**config.mk**
```make
export PLATFORM = sky130hd
export DESIGN_NAME = nbit_down_counter
export DESIGN_NICKNAME = d
export VERILOG_FILES = /design/src/rtl/nbit_counter_pkg.sv /design/src/rtl/nbit_decrementer.sv /design/src/rtl/nbit_down_counter.sv
export SDC_FILE = /design/constraint.sdc
export NUM_CORES = 1
export LEC_CHECK = 0
export CAP_MARGIN = 30
export CORE_MARGIN = 1.5
export CORE_UTILIZATION = 49
export DETAILED_ROUTE_END_ITERATION = 12
export PLACE_DENSITY_LB_ADDON = 0.3
export SETUP_SLACK_MARGIN = 0.02
export SYNTH_ARGS = -nofsm -noshare
export SYNTH_HDL_FRONTEND = slang
export SYNTH_HIERARCHICAL = 1
export SYNTH_SLANG_ARGS = --single-unit
```
**constraint.sdc**
```tcl
create_clock -name clk -period 3.7 [get_ports clk]
set_clock_uncertainty 0.2 [all_clocks]
set_input_delay 0.74 -clock clk [delete_from_list [all_inputs] [get_ports clk]]
set_output_delay 0.74 -clock clk [all_outputs]
set_load 0.005 [all_outputs]
```
**src/rtl/nbit_counter_pkg.sv**
```systemverilog
// Shared definitions for the transfer-count path: state encodings and default width.
package nbit_counter_pkg;

    localparam int DEFAULT_COUNT_BITS = 8;

    localparam logic [1:0] ST_IDLE = 2'b00;
    localparam logic [1:0] ST_RUN  = 2'b01;
    localparam logic [1:0] ST_DONE = 2'b10;

endpackage

```
**src/rtl/nbit_decrementer.sv**
```systemverilog
// Combinational value-1 with borrow out; the down-counting twin of the address counter's adder.
module nbit_decrementer
    import nbit_counter_pkg::*;
#(
    parameter int BITWIDTH   = DEFAULT_COUNT_BITS,
    parameter int PATH_DELAY = 3
) (
    input  logic [BITWIDTH-1:0] value,
    output logic [BITWIDTH-1:0] diff,
    output logic                borrow
);

    logic [BITWIDTH:0] wide;

    assign wide   = {1'b0, value} - {{BITWIDTH{1'b0}}, 1'b1};
    assign diff   = wide[BITWIDTH-1:0];
    assign borrow = wide[BITWIDTH];

    // PATH_DELAY only shapes timing in zero-delay-free simulation views; this view is functional.
    if (PATH_DELAY < 0) begin : g_invalid_path_delay
    end

endmodule

```
**src/rtl/nbit_down_counter.sv**
```systemverilog
// Loadable down-counter for transfer beat counts; flags terminal count to stop the controller.
// Optional XFER_CNT_RELOAD_EN: reload the last loaded length on the final beat and keep running.
//
// state | meaning
// IDLE  | no transfer loaded since reset
// RUN   | beats remaining, en decrements
// DONE  | terminal count reached, count held at 0
module nbit_down_counter
    import nbit_counter_pkg::*;
#(
    parameter int COUNT_BITS = DEFAULT_COUNT_BITS,
    parameter int PATH_DELAY = 3
) (
    input  logic                  clk,
    input  logic                  rst_n,
    input  logic                  ld,
    input  logic                  en,
    input  logic [COUNT_BITS-1:0] start_seq,
    output logic [COUNT_BITS-1:0] count,
    output logic                  busy,
    output logic                  tc,
    output logic                  done
);

    logic [1:0]            state;
    logic [1:0]            next_state;
    logic [COUNT_BITS-1:0] next_count;
    logic [COUNT_BITS-1:0] dec_diff;
    logic                  dec_borrow;
    logic                  last_beat;
    logic                  next_done;

    nbit_decrementer #(
        .BITWIDTH   (COUNT_BITS),
        .PATH_DELAY (PATH_DELAY)
    ) u_dec (
        .value  (count),
        .diff   (dec_diff),
        .borrow (dec_borrow)
    );

    // count==1 is exactly "decrement lands on zero without borrowing"
    assign last_beat = (dec_diff == '0) && !dec_borrow;

`ifdef XFER_CNT_RELOAD_EN
    logic [COUNT_BITS-1:0] reload;

    always_ff @(posedge clk or negedge rst_n) begin
        if (!rst_n) begin
            reload <= '0;
        end else if (ld) begin
            reload <= start_seq;
        end
    end
`endif

    always_comb begin
        next_state = state;
        next_count = count;
        next_done  = 1'b0;
        if (ld) begin
            next_count = start_seq;
            if (start_seq == '0) begin
                next_state = ST_DONE;
                next_done  = 1'b1;
            end else begin
                next_state = ST_RUN;
            end
        end else begin
            case (state)
                ST_RUN: begin
                    if (en) begin
                        next_count = dec_diff;
                        if (last_beat) begin
                            next_done = 1'b1;
`ifdef XFER_CNT_RELOAD_EN
                            next_count = reload;
`else
                            next_state = ST_DONE;
`endif
                        end
                    end
                end
                ST_IDLE, ST_DONE: begin
                    next_state = state;
                end
                default: begin
                    next_state = ST_IDLE;
                end
            endcase
        end
    end

    always_ff @(posedge clk or negedge rst_n) begin
        if (!rst_n) begin
            state <= ST_IDLE;
            count <= '0;
            busy  <= 1'b0;
            tc    <= 1'b0;
            done  <= 1'b0;
        end else begin
            state <= next_state;
            count <= next_count;
            busy  <= (next_state == ST_RUN);
            tc    <= (next_state == ST_DONE);
            done  <= next_done;
        end
    end

endmodule
```
==> impl_metrics.ini <==
[status]
run_status = finished, final reports clean

[grt]
wire_length_of_the_first_global_routing_pass_mm = 2.96
grt_overall_usage_pct = 21.9
largest_net_degree_at_the_start_of_global_routing = 15
grt_antenna_before_repair = 0
overflow = 0
first_global_vias = 639

[floorplan]
fp.dieArea_um2 = 1920
placementRows = 14
die_y_um = 43.8
die_span_x_um = 43.8
initial_utilization_pct = 53.0
io_pins = 23
core_region_area_um2 = 1540

[synthesis]
synth_top_family_by_area = multiplexers
synth_seq_area_share_pct = 39.8
synth_simple_gate_area_share_pct = 18.8
syn-num-nets = 80
synthMuxAreaShare_pct = 23.9
synth_area_in_compound_gates_pct = 7.81
syn_area_um2 = 817
synth_ff_type = sky130_fd_sc_hd__dfrtp_1
synth_xor_area_share_pct = 5.36
syn_avg_cell_area_um2 = 12.2
postSynthRegisterBits = 13
ys_types = 27
synth-edff-count = 0
synthAdderAreaFrac_pct = 1.53
synthesis.instances = 67
fraction_of_registers_with_async_set_or_reset_after_synthesis_pct = 100
yosys_warnings = 6

[pwr]
leakagePower_nw = 0.448
sw_frac_of_total_pct = 33.2
pwr-share-comb_pct = 40.3
power_switching_uw = 168
clock_power_share_pct = 17.4
intPower_uw = 337
fin_total_pwr_uw = 505
power-per-cell-area_nw_per_um2 = 471
irDropWorstVdd_v = 0.000230
seqPwrFrac_pct = 42.3

[worst_setup_path]
worst-path-buf-inv = 1
critical_path_arrival_ns = 2.33
critPathKind = input port to flop
category_of_the_worst_setup_path_capture_point = flop
timing.critical_path.mode_cell = sky130_fd_sc_hd__mux2_2
regToRegStartpoint = count[0]$_DFFE_PN0P_
crit_path_max_fanout = 14
cp_cell_sequence = clkdlybuf4s50_1 -> mux2_2 -> mux2_2
critical_path_cell_count = 3
slowest_delay_ns = 0.92
cpMaxStageDelayCell = sky130_fd_sc_hd__clkdlybuf4s50_1
critical_path.startpoint_type = input port
timing.reg2reg.worst_path_depth = 8
critPathLaunch = ld
critPathRequiredTime_ns = 3.66
cpLargestDelayFamily = buffers and inverters

[cts]
cts_sinks = 13
ctsHoldBuffers = 0
cts_post_setup_buffers_inserted = 0
clkLatencyLatePin_ns = 0.27
worst_path_clk_slew_ns = 0.08
cts_tree = built
numCtsBuffers = 3
cts-root-to-sink-buffers = 2
cts_htree_levels = 1
root_buffer = sky130_fd_sc_hd__clkbuf_4
cts_resized = 0

[layout]
multi_input_area_um2 = 469
layout.cell_area.non_filler_um2 = 1070
ff_latch_area_um2 = 325
post_route_cells_drive_above_1_share_pct = 29.3
syn_to_final_growth_pct = 31.2
n_fill_cell = 122
fin_nets = 106
num_antenna_cells = 0
most_frequent_cells_in_the_layout = 22 x sky130_fd_sc_hd__clkdlybuf4s50_1, 13 x sky130_fd_sc_hd__dfrtp_1, 12 x sky130_fd_sc_hd__mux2_2, 5 x sky130_fd_sc_hd__nor2_1
layout_commonest_cell = sky130_fd_sc_hd__clkdlybuf4s50_1

[drt]
detail_route.wirelength_mm = 1.71
drt_first_pass_iters = 4
drtAntennaViolNets = 0
drcViolationCount = 0
vias = 606
detail_route.vias_per_cell = 5.61
first_iter_violations = 3
post_drt_wl_per_cell_um = 15.8

[sta]
finalCriticalPeriod_ns = 2.38
rsz0062_at_grt = false
final_cycle_utilization_of_the_critical_path_pct = 64.3
hold_viol_final = 0
fmaxAchievable_mhz = 420
setup_viol = 0
final_max_slew_viol_count = 0
setup_tns_ns = 0
tightestPinTransition_ns = 0.703
finalWorstSetupSlack_ns = 1.32
timing.max_slew.rel_slack_pct = 53.0

[placement]
pre_cts_ws_ns = 1.04
dp_hpwl_mm = 1.33
routabilityCongestion = 0.733
dpl-instance-area_um2 = 1050
port_buffers = 22

[hold_path]
hold_path.startpoint = state[1]$_DFF_PN0_
worstHoldPathType = flop to flop
whs_path_depth = 2

[flow_run]
max_cap_viol_count = 0
## worst min-delay path: stages, from the launching register on
cell and delay (ns):
sky130_fd_sc_hd__dfrtp_1 0.39, sky130_fd_sc_hd__nand2_1 0.09, sky130_fd_sc_hd__o211ai_1 0.08
## flip-flops by register name (all words and copies together) (netlist names)
name,flops
busy,1
state,2
tc,1
count,8
done,1
## kinds of logic after synthesis
logic type | count (synthesis)
AOI/OAI and AO/OA | 7
xor gates and xnor gates | 5
adders and majority gates | 1
buffers and inverters | 4
DFF | 13
muxes | 16
and+or+nand+nor | 21
## power by group through the flow
stage	logic [mW]	clock network, mW	registers [mW]
finish	0.203	0.0879	0.214
global placement	0.200	0	0.213
global route	0.224	0.0991	0.221
floorplan	0.115	0	0.211
detailed placement	0.205	0	0.217
CTS	0.205	0.0907	0.214
## routing by layer
layer | GRT usage (%) | up-vias | wire, um
met5 | 0 | - | 0
met1 | 27.6 | 295 | 728
li1 | - | 293 | -
met4 | 10.9 | 0 | 18
met2 | 35.9 | 16 | 898
met3 | 3.75 | 2 | 63
## layout make-up
class	instances	area share, %
repair buffers	22	20.5
multi-input cells	50	43.8
flip-flops and latches	13	30.3
inverters	3	1.05
clock buffers	4	2.45
well taps	16	1.87
## Yosys cell counts (2+ instances only)
master	n	area, um^2
sky130_fd_sc_hd__dfrtp_1	13	325
sky130_fd_sc_hd__o211ai_1	2	15.0
sky130_fd_sc_hd__nand2_1	3	11.3
sky130_fd_sc_hd__mux2_2	12	135
sky130_fd_sc_hd__nor2_1	5	18.8
sky130_fd_sc_hd__xor2_1	4	35.0
sky130_fd_sc_hd__o211a_1	2	20.0
sky130_fd_sc_hd__nor4_1	2	12.5
sky130_fd_sc_hd__inv_1	3	11.3
sky130_fd_sc_hd__mux2_4	4	60.1
## worst paths after layout
kind	slack, ns	end
min in group asynchronous	0.64	count[5]$_DFFE_PN0P_
max in group asynchronous	2.25	count[1]$_DFFE_PN0P_
hold reg to reg	0.39	state[1]$_DFF_PN0_
setup reg to reg	1.43	state[0]$_DFF_PN0_
hold / removal	0.39	state[1]$_DFF_PN0_
setup / recovery	1.32	count[1]$_DFFE_PN0P_
## metrics by stage
stage / cells / utilization, % / hold slack, ns
floorplan: 67 / - / 0.244
global placement: 104 / 67.9 / 0.342
detailed placement: 104 / 67.9 / 0.382
CTS: 108 / 69.6 / 0.401
global route: 108 / 69.6 / 0.435
finish: 108 / 69.6 / 0.392
Power figures use the tool's default switching activity.
